[src/rtl/eth_arp_responder.sv]
`default_nettype none
// ============================================================================
//  Module      : eth_arp_responder
//  Description : Drains received Ethernet frames from the rx data/ctl FIFOs,
//                recognises ARP requests for the local IPv4 address and queues
//                a 60-byte ARP reply (plus length word) into the tx FIFOs.
//  Revision    : 1.0  initial release
// ============================================================================
module eth_arp_responder #(
  parameter int PAD_LEN = 60
) (
  input  logic        clk,
  input  logic        rst,
  input  logic        enable_in,
  input  logic [47:0] local_mac_in,
  input  logic [31:0] local_ip_in,
  output logic        data_rd_en_out,
  input  logic [8:0]  data_rd_d_in,
  input  logic        data_rd_empty_in,
  output logic        ctl_rd_en_out,
  input  logic [17:0] ctl_rd_d_in,
  input  logic        ctl_rd_empty_in,
  output logic        data_wr_en_out,
  output logic [8:0]  data_wr_d_out,
  input  logic        data_wr_full_in,
  output logic        ctl_wr_en_out,
  output logic [17:0] ctl_wr_d_out,
  input  logic        ctl_wr_full_in,
  output logic [15:0] reply_count_out,
  output logic        busy_out
);

  localparam logic [15:0] c_LEN      = 16'(PAD_LEN);
  localparam logic [5:0]  c_LAST     = 6'(PAD_LEN - 1);
  localparam logic [10:0] c_IDX_MAX  = 11'h7FF;
  localparam logic [10:0] c_MIN_LAST = 11'd41;

  typedef enum logic [2:0] {
    S_IDLE    = 3'd0,
    S_RX_DATA = 3'd1,
    S_RX_CTL  = 3'd2,
    S_CHECK   = 3'd3,
    S_TX_DATA = 3'd4,
    S_TX_CTL  = 3'd5
  } state_t;

  state_t       r_state;
  state_t       w_next;

  logic         r_data_vld;   // rx data dout holds a fresh byte this cycle
  logic         r_ctl_req;    // ctl word already requested for this frame
  logic         r_ctl_vld;    // rx ctl dout holds a fresh word this cycle
  logic [10:0]  r_idx;        // rx byte index, saturating
  logic         r_dst_bc;     // destination so far all FF
  logic         r_dst_uc;     // destination so far equals local MAC
  logic         r_hdr_ok;     // ethertype and ARP fixed header match
  logic         r_tpa_ok;     // target protocol address equals local IP
  logic         r_len_ok;     // last byte index reached at least 41
  logic         r_err;        // error flag from the ctl word
  logic [47:0]  r_sha;
  logic [31:0]  r_spa;
  logic [5:0]   r_tx_idx;
  logic [15:0]  r_count;

  logic [7:0]   w_rx_byte;
  logic         w_rx_last;
  logic         w_match;
  logic [7:0]   w_tx_byte;
  logic [3:0]   w_hdr_k;
  logic [1:0]   w_tpa_k;

  // Only the error bit of the rx ctl word matters; length and reserved bits are ignored.
  wire w_unused = &{1'b0, ctl_rd_d_in[17], ctl_rd_d_in[15:0]};

  function automatic logic [7:0] mac_byte(input logic [47:0] m, input logic [2:0] k);
    case (k)
      3'd0:    mac_byte = m[47:40];
      3'd1:    mac_byte = m[39:32];
      3'd2:    mac_byte = m[31:24];
      3'd3:    mac_byte = m[23:16];
      3'd4:    mac_byte = m[15:8];
      3'd5:    mac_byte = m[7:0];
      default: mac_byte = 8'h00;
    endcase
  endfunction

  function automatic logic [7:0] ip_byte(input logic [31:0] a, input logic [1:0] k);
    case (k)
      2'd0:    ip_byte = a[31:24];
      2'd1:    ip_byte = a[23:16];
      2'd2:    ip_byte = a[15:8];
      default: ip_byte = a[7:0];
    endcase
  endfunction

  // Bytes 12..21 of an ARP-over-Ethernet frame; only the oper low byte differs.
  function automatic logic [7:0] arp_hdr_byte(input logic [3:0] k, input logic reply);
    case (k)
      4'd0:    arp_hdr_byte = 8'h08;
      4'd1:    arp_hdr_byte = 8'h06;
      4'd2:    arp_hdr_byte = 8'h00;
      4'd3:    arp_hdr_byte = 8'h01;
      4'd4:    arp_hdr_byte = 8'h08;
      4'd5:    arp_hdr_byte = 8'h00;
      4'd6:    arp_hdr_byte = 8'h06;
      4'd7:    arp_hdr_byte = 8'h04;
      4'd8:    arp_hdr_byte = 8'h00;
      4'd9:    arp_hdr_byte = reply ? 8'h02 : 8'h01;
      default: arp_hdr_byte = 8'h00;
    endcase
  endfunction

  assign w_rx_byte = data_rd_d_in[7:0];
  // A last byte is visible the same cycle it is consumed so no extra read is issued.
  assign w_rx_last = r_data_vld & data_rd_d_in[8];
  assign w_hdr_k   = 4'(r_idx - 11'd12);
  assign w_tpa_k   = 2'(r_idx - 11'd38);
  assign w_match   = enable_in & ~r_err & r_len_ok & (r_dst_bc | r_dst_uc) & r_hdr_ok & r_tpa_ok;

  assign reply_count_out = r_count;
  assign busy_out        = (r_state != S_IDLE);

  // Reply byte generator, addressed by the tx byte index.
  always_comb begin
    w_tx_byte = 8'h00;
    if (r_tx_idx < 6'd6)
      w_tx_byte = mac_byte(r_sha, r_tx_idx[2:0]);
    else if (r_tx_idx < 6'd12)
      w_tx_byte = mac_byte(local_mac_in, 3'(r_tx_idx - 6'd6));
    else if (r_tx_idx < 6'd22)
      w_tx_byte = arp_hdr_byte(4'(r_tx_idx - 6'd12), 1'b1);
    else if (r_tx_idx < 6'd28)
      w_tx_byte = mac_byte(local_mac_in, 3'(r_tx_idx - 6'd22));
    else if (r_tx_idx < 6'd32)
      w_tx_byte = ip_byte(local_ip_in, 2'(r_tx_idx - 6'd28));
    else if (r_tx_idx < 6'd38)
      w_tx_byte = mac_byte(r_sha, 3'(r_tx_idx - 6'd32));
    else if (r_tx_idx < 6'd42)
      w_tx_byte = ip_byte(r_spa, 2'(r_tx_idx - 6'd38));
  end

  // State register.
  always_ff @(posedge clk) begin
    if (rst) r_state <= S_IDLE;
    else     r_state <= w_next;
  end

  // Next-state and FIFO handshake outputs.
  always_comb begin
    w_next         = r_state;
    data_rd_en_out = 1'b0;
    ctl_rd_en_out  = 1'b0;
    data_wr_en_out = 1'b0;
    data_wr_d_out  = 9'd0;
    ctl_wr_en_out  = 1'b0;
    ctl_wr_d_out   = 18'd0;
    case (r_state)
      S_IDLE: begin
        if (!data_rd_empty_in) w_next = S_RX_DATA;
      end
      S_RX_DATA: begin
        data_rd_en_out = ~data_rd_empty_in & ~w_rx_last;
        if (w_rx_last) w_next = S_RX_CTL;
      end
      S_RX_CTL: begin
        ctl_rd_en_out = ~ctl_rd_empty_in & ~r_ctl_req;
        if (r_ctl_vld) w_next = S_CHECK;
      end
      S_CHECK: begin
        w_next = w_match ? S_TX_DATA : S_IDLE;
      end
      S_TX_DATA: begin
        data_wr_en_out = ~data_wr_full_in;
        data_wr_d_out  = {(r_tx_idx == c_LAST), w_tx_byte};
        if (!data_wr_full_in && (r_tx_idx == c_LAST)) w_next = S_TX_CTL;
      end
      S_TX_CTL: begin
        ctl_wr_en_out = ~ctl_wr_full_in;
        ctl_wr_d_out  = {2'b00, c_LEN};
        if (!ctl_wr_full_in) w_next = S_IDLE;
      end
      default: w_next = S_IDLE;
    endcase
  end

  // Receive parsing, field capture, tx index and reply counter.
  always_ff @(posedge clk) begin
    if (rst) begin
      r_data_vld <= 1'b0;
      r_ctl_req  <= 1'b0;
      r_ctl_vld  <= 1'b0;
      r_idx      <= 11'd0;
      r_dst_bc   <= 1'b0;
      r_dst_uc   <= 1'b0;
      r_hdr_ok   <= 1'b0;
      r_tpa_ok   <= 1'b0;
      r_len_ok   <= 1'b0;
      r_err      <= 1'b0;
      r_sha      <= 48'd0;
      r_spa      <= 32'd0;
      r_tx_idx   <= 6'd0;
      r_count    <= 16'd0;
    end else begin
      r_data_vld <= data_rd_en_out;
      r_ctl_vld  <= ctl_rd_en_out;
      r_ctl_req  <= (r_state == S_RX_CTL) & (r_ctl_req | ctl_rd_en_out);

      if (r_state == S_IDLE) begin
        r_idx    <= 11'd0;
        r_dst_bc <= 1'b1;
        r_dst_uc <= 1'b1;
        r_hdr_ok <= 1'b1;
        r_tpa_ok <= 1'b1;
        r_len_ok <= 1'b0;
      end else if (r_data_vld) begin
        if (r_idx < 11'd6) begin
          if (w_rx_byte != 8'hFF) r_dst_bc <= 1'b0;
          if (w_rx_byte != mac_byte(local_mac_in, r_idx[2:0])) r_dst_uc <= 1'b0;
        end else if (r_idx >= 11'd12 && r_idx < 11'd22) begin
          if (w_rx_byte != arp_hdr_byte(w_hdr_k, 1'b0)) r_hdr_ok <= 1'b0;
        end else if (r_idx >= 11'd22 && r_idx < 11'd28) begin
          r_sha <= {r_sha[39:0], w_rx_byte};
        end else if (r_idx >= 11'd28 && r_idx < 11'd32) begin
          r_spa <= {r_spa[23:0], w_rx_byte};
        end else if (r_idx >= 11'd38 && r_idx < 11'd42) begin
          if (w_rx_byte != ip_byte(local_ip_in, w_tpa_k)) r_tpa_ok <= 1'b0;
        end
        if (data_rd_d_in[8]) r_len_ok <= (r_idx >= c_MIN_LAST);
        if (r_idx != c_IDX_MAX) r_idx <= r_idx + 11'd1;
      end

      if (r_ctl_vld) r_err <= ctl_rd_d_in[16];

      if (r_state == S_TX_DATA) begin
        if (!data_wr_full_in) r_tx_idx <= r_tx_idx + 6'd1;
      end else begin
        r_tx_idx <= 6'd0;
      end

      if (ctl_wr_en_out) r_count <= r_count + 16'd1;
    end
  end

endmodule
`default_nettype wire

[config.mk]
export PLATFORM = sky130hd
export DESIGN_NAME = eth_arp_responder
export DESIGN_NICKNAME = d
export VERILOG_FILES = /design/src/rtl/eth_arp_responder.sv
export SDC_FILE = /design/constraint.sdc
export NUM_CORES = 1
export LEC_CHECK = 0
export ABC_AREA = 0
export BUFFER_PORTS_ARGS = -buffer_cell sky130_fd_sc_hd__clkbuf_2
export CAP_MARGIN = 10
export CELL_PAD_IN_SITES_DETAIL_PLACEMENT = 1
export CELL_PAD_IN_SITES_GLOBAL_PLACEMENT = 1
export CORE_ASPECT_RATIO = 0.6
export CORE_MARGIN = 2
export CORE_UTILIZATION = 41
export DETAILED_ROUTE_END_ITERATION = 6
export GPL_TIMING_DRIVEN = 0
export PLACE_DENSITY_LB_ADDON = 0.1
export SYNTH_ARGS = -nofsm -noshare
export SYNTH_HDL_FRONTEND = slang
export SYNTH_SLANG_ARGS = --single-unit
[constraint.sdc]
create_clock -name clk -period 2.95 [get_ports clk]
set_clock_uncertainty 0.2 [all_clocks]
set_input_delay 0.1475 -clock clk [delete_from_list [all_inputs] [get_ports clk]]
set_output_delay 0.1475 -clock clk [all_outputs]
set_load 0.1 [all_outputs]
== Yosys cells after proc, flatten, opt, wreduce, memory -nomap -nowiden ==
Memories as Yosys holds them, arrays and structs flattened.
Cells that the tools add are included.

* Bits in registers: 125
* Bits in latches: 0
* Bits in writable memories: 0
* Memory bits (read-only): 128
* Bits of input ports: 114
* Output and inout bits: 48
* Word-level logic and storage cells: 220
* Memories: 2

{| class="wikitable"
|+ Memories
! memory !! depth !! width !! rd ports !! clocked after Yosys merged registers in !! wr ports !! line !! text
|-
| (no name shown) || 16 || 4 || 1 || 0 || 0 || 98 || <nowiki>case (k)</nowiki>
|-
| (no name shown) || 16 || 4 || 1 || 0 || 0 || 98 ||
|}

* $add $sub $neg: 11
* Multipliers: 0
* Div/mod/pow operators: 0
* $lt $le $gt $ge: 17
* Equality and inequality tests: 51
* Shifts and indexed selects: 0
* Muxes and demuxes: 66
* Bitwise operators: 23
* Reduce and logical (&&, ||, !) cells: 35

{| class="wikitable"
|+ Operator list
! kind !! number
|-
| 8-bit one-hot mux with 6 select lines || 5
|-
| 8-bit two-way mux || 24
|-
| 8-bit one-hot mux with 3 select lines || 3
|-
| 3-bit by 2-bit == test with 1-bit output, second input constant || 12
|-
| 3-bit == test, second input constant || 12
|-
| 1-bit two-way mux || 25
|-
| 8-bit != test || 3
|-
| 11-bit by 5-bit >= comparator with 1-bit output, second input constant || 2
|-
| 11-bit by 6-bit >= comparator with 1-bit output, second input constant || 2
|-
| 11-bit by 5-bit less-than comparator with 1-bit output, second input constant || 2
|-
| 11-bit by 6-bit less-than comparator with 1-bit output, second input constant || 2
|-
| 3-bit by 1-bit == test with 1-bit output, second input constant || 6
|-
| 3-bit zero test || 6
|-
| 6-bit less-than comparator, second input constant || 3
|-
| 3-bit two-way mux || 6
|-
| 2-bit != test, second input constant || 9
|-
| 3-bit one-hot mux with 6 select lines || 1
|-
| 16-bit by 1-bit adder with 16-bit output, second input constant || 1
|-
| 2-bit nonzero test || 8
|-
| 6-bit by 5-bit less-than comparator with 1-bit output, second input constant || 2
|-
| 1-bit NOT || 12
|-
| 11-bit by 1-bit adder with 11-bit output, second input constant || 1
|-
| 11-bit by 4-bit >= comparator with 1-bit output, second input constant || 1
|-
| 11-bit by 3-bit less-than comparator with 1-bit output, second input constant || 1
|-
| 28 further kinds || 54
|}

== Logic depth before layout (Yosys ltp) ==
* Depth after elaboration: 20
* Gate-level depth with buffers: 10
* Gate-level depth less buffers: 8

== Worst setup path before layout ==
No wires, ideal clock.

* Path kind: register to output
* From: register r_tx_idx[2]
* To: output port data_wr_d_out[3]
* Arrival: 6.582 ns
* Data required time: 2.602 ns
* Slack: -3.979 ns
* Cell stages (with the launch flop): 8
* Buffers on the path: 1
* Path through: dfxtp_1 -> clkbuf_1 -> inv_1 -> ha_1 -> a2111oi_4 -> a2bb2oi_1 -> a21o_1 -> a2111oi_0

* Cells in the longest elaborated chain, start to end: 10
* Elaborated cells between the ends (all ways): 48
* Those cells by class: 4 x add/sub; 7 x order compare; 20 x eq/ne; 12 x mux; 4 x reduce/logical; 1 x memory

{| class="wikitable"
|+ RTL lines
! what !! line !! text
|-
| from (decl) || 62 || <nowiki>logic [5:0] r_tx_idx;</nowiki>
|-
| from (signal assigned) || 235 || <nowiki>if (!data_wr_full_in) r_tx_idx <= r_tx_idx + 6'd1;</nowiki>
|-
| 3-bit by 1-bit subtractor with 3-bit output || 137 || <nowiki>w_tx_byte = mac_byte(r_sha, 3'(r_tx_idx - 6'd32));</nowiki>
|-
| 3-bit == test (tied with other cells) || 76 || <nowiki>case (k)</nowiki>
|-
| 8-bit one-hot mux with 6 select lines || 76 ||
|-
| 8-bit two-way mux || 136 || <nowiki>else if (r_tx_idx < 6'd38)</nowiki>
|-
| 8-bit two-way mux || 134 || <nowiki>else if (r_tx_idx < 6'd32)</nowiki>
|-
| 8-bit two-way mux || 132 || <nowiki>else if (r_tx_idx < 6'd28)</nowiki>
|-
| 8-bit two-way mux || 130 || <nowiki>else if (r_tx_idx < 6'd22)</nowiki>
|-
| 8-bit two-way mux || 128 || <nowiki>else if (r_tx_idx < 6'd12)</nowiki>
|-
| 8-bit two-way mux (*) || 126 || <nowiki>if (r_tx_idx < 6'd6)</nowiki>
|-
| 9-bit two-way mux (*) || 157 || <nowiki>case (r_state)</nowiki>
|-
| to (decl) || 24 || <nowiki>output logic [8:0] data_wr_d_out,</nowiki>
|}

Every way passes the cells marked *; elsewhere a longest branch is shown, timed or not.

== Final worst setup path ==
* From: register r_tx_idx[1]
* To: output port data_wr_d_out[5]

* Cells in the longest elaborated chain, start to end: 11
* Elaborated cells between the ends (all ways): 56
* Those cells by class: 5 x add/sub; 7 x order compare; 24 x eq/ne; 14 x mux; 6 x reduce/logical

{| class="wikitable"
|+ RTL lines
! what !! line
|-
| parallel branches: the longest is 9 deep, another holds 3-bit by 1-bit subtractor with 3-bit output || n/a
|-
| 8-bit two-way mux (*) || 126
|-
| 9-bit two-way mux (*) || 157
|}

Every way passes the cells marked *.

==> reports/results.tsv <==
stage	metric	value	unit
run_status	status	finished, violations left	
run_status	failing checks	design-rule violations, negative setup slack	
clocking	clock latency on the worst-skew pair	440	ps
timing	Period minus WS final	3310	ps
placement	port buffer count	122	
die	Die Span Y	110	um
final_layout	Multi-input gate area	4970	um^2
yosys	Synth area leader	dfxtp_1	
timing	achievable frequency	302	MHz
routing	initial DRC count	1061	
power	total power	4.29	mW
clocking	Clock Tree Buf Depth	2	
flow_run	Max-cap violations	0	
clocking	clock root buffer	clkbuf_16	
timing	hold slack final	39.2	ps
die	core area	18100	um^2
setup_path	CP required	2600	ps
yosys	top post-synthesis cells by area	dfxtp_1, mux2i_1, a222oi_1	
timing	Final period util	112	%
grt	grt ovf	0	
clocking	TritonCTS buffer count	17	
die	Die Area	19700	um^2
setup_path	Worst Path Max Fanout	8	
yosys	Yosys warning count	0	
hold_path	hold crit path type	in -> reg	
clocking	CTS tree	yes	
timing	Slew Limit Fails	0	
power	P per Cell Area	407	nW/um^2
routing	Antenna Violating Nets Remaining	0	
grt	first-pass GRT wire length	49.4	mm
yosys	Synth top area share	32.9	%
placement	Place WS	-939	ps
final_layout	Final #Nets	1287	
final_layout	layout cell share with drive strength beyond 1	28.7	%
timing	PnR worst setup slack	-361	ps
routing	wire per inst	23.9	um
timing	Slew @ Worst Pin	908	ps
routing	Post-route DRC	2	
yosys	Yosys reg bits	125	
clocking	CTS clk-pin slew, worst paths	60	ps
grt	initial antenna violation count	0	
grt	All-Layer GR Usage	33.3	%
timing	Hold Fails Final Rpt	0	
placement	DPL Wire Length	23.5	mm
final_layout	area grow syn2layout	38.6	%
routing	DR pass1 iterations	7	
final_layout	fin cells	1402	
yosys	Synth Flop Type	dfxtp_1	
clocking	clock sinks	125	
yosys	number of synthesized flops with an enable pin	0	
grt	largest net degree at the start of global routing	18	
die	Top Ports	162	
routing	via count	8545	
final_layout	register area	2520	um^2
setup_path	crit start category	flip-flop	
die	Cell Rows	38	
setup_path	WP data arrival	2960	ps
timing	Fin Setup TNS	-1970	ps
yosys	top-count cell post-synth	dfxtp_1	
timing	slew margin rel.	39.5	%
routing	Post-Route WL	33.5	mm
yosys	Post-synth top cells	dfxtp_1, nand2_1, nor2_1, a21oi_1, clkbuf_1	
yosys	post-synth cell types	59	
die	Die X-Extent	180	um
timing	endpoints failing setup	8	
yosys	mean post-synth cell area	8.11	um^2
placement	Final Wtd Congestion	0.970	
timing	unrepaired setup endpoints after global routing	yes	
grt	vias in the first global route	8169	
power	Pleak	4.02	nW
die	Initial Util	42.0	%
clocking	H-tree depth	4	
setup_path	Crit. End Element	output port	
yosys	asr flop ratio synth	0	%
yosys	Mapped Cells	938	
final_layout	ANT cells	0	
power	Peak VDD IR	0.000434	V
final_layout	fill count	2180	
yosys	post-synthesis sequential area ratio	32.9	%
routing	Via density	6.09	
yosys	Post-Synthesis Cell Area	7610	um^2
setup_path	CP Class	reg -> out	
placement	placed instance count	1313	
## path summary, 6_finish.rpt
check | from | to | slack, ps | cells after the start
worst min-delay path | data_rd_d_in[4] | r_spa[4] | 40 | 3
worst max-delay path | r_tx_idx[1] | data_wr_d_out[5] | -360 | 10
worst max register to register | r_state[0] | r_spa[28] | 130 | 7
worst min register to register | r_spa[29] | r_spa[29] | 270 | 2
## layout make-up
cell class / count / share of cell area [%]
multi-input combinational: 708 / 47.1
inverter: 19 / 0.771
timing repair buffer: 183 / 12.5
tap: 240 / 2.85
buffer: 95 / 7.20
clock buffer: 18 / 4.16
clock inverter: 14 / 1.48
sequential: 125 / 23.9
## what timing repair did
| item | 4_1_cts | 5_1_grt |
|---|---|---|
| hold buffers | 12 | 0 |
| resized for setup | 123 | 38 |
| pin swaps | 34 | 31 |
| setup endpoints to repair | 12 | 10 |
| gates cloned | 2 | 0 |
| setup buffers | 30 | 18 |
| endpoints found under the hold margin | 14 | 0 |
## cells in the final DEF, fill, tap and decap left out, types with 34 or more instances in the layout
master,synthesis,final
dfxtp_1,125,119
clkbuf_2,0,117
nor2_1,114,113
nand2_1,114,112
mux2i_1,63,63
buf_4,20,61
a21oi_1,70,61
clkbuf_1,68,45
a222oi_1,43,43
clkbuf_16,0,34
## flip-flops by register name (all words and copies together), names as in the netlist
| register | count |
|---|---|
| r_ctl_req | 1 |
| reply_count_out | 16 |
| r_hdr_ok | 1 |
| r_dst_bc | 1 |
| r_tpa_ok | 1 |
| r_data_vld | 1 |
| r_idx | 11 |
| r_state | 3 |
| r_dst_uc | 1 |
| r_sha | 48 |
| r_err | 1 |
| r_len_ok | 1 |
| r_spa | 32 |
| r_tx_idx | 6 |
| r_ctl_vld | 1 |
## power by group
group | leakage (nW) | internal, mW | switching (mW)
Sequential | 1.01 | 1.69 | 0.00572
Combinational | 2.72 | 0.133 | 0.284
Clock | 0.281 | 1.28 | 0.899
## worst max-delay path, stage by stage, from the launching register on
cell	delay, ps
dfxtp_4	380
clkinvlp_4	150
ha_4	200
clkbuf_16	170
clkbuf_16	160
a222oi_1	530
mux2i_1	190
nor2_1	200
o21ai_1	100
a22o_2	250
clkbuf_16	200
## kinds of logic after synthesis
kind of cell / count (synthesis) / synth area share [%]
simple gates: 318 / 18.7
compound gates: 240 / 22.6
flops: 125 / 32.9
buf+inv: 118 / 7.55
mux: 73 / 9.76
xor+xnor: 39 / 4.49
fa+ha+maj: 24 / 3.95
other cells: 1 / 0.0493
## routing by layer
layer	up-vias	GRT usage (%)	part of all wire, %
li1	3833	-	-
met5	-	0	0
met3	60	6.82	8.8
met1	4196	47.7	46
met4	0	10.2	2.2
met2	456	50.2	43
## metrics by stage
step | instance area, um^2 | utilization [%]
after floorplan | 7760 | -
after global placement | 8680 | 47.9
after detailed placement | 8680 | 47.9
after CTS | 10300 | 56.7
after global routing | 10500 | 58.2
final | 10500 | 58.2
(Power assumes the default switching activity.)
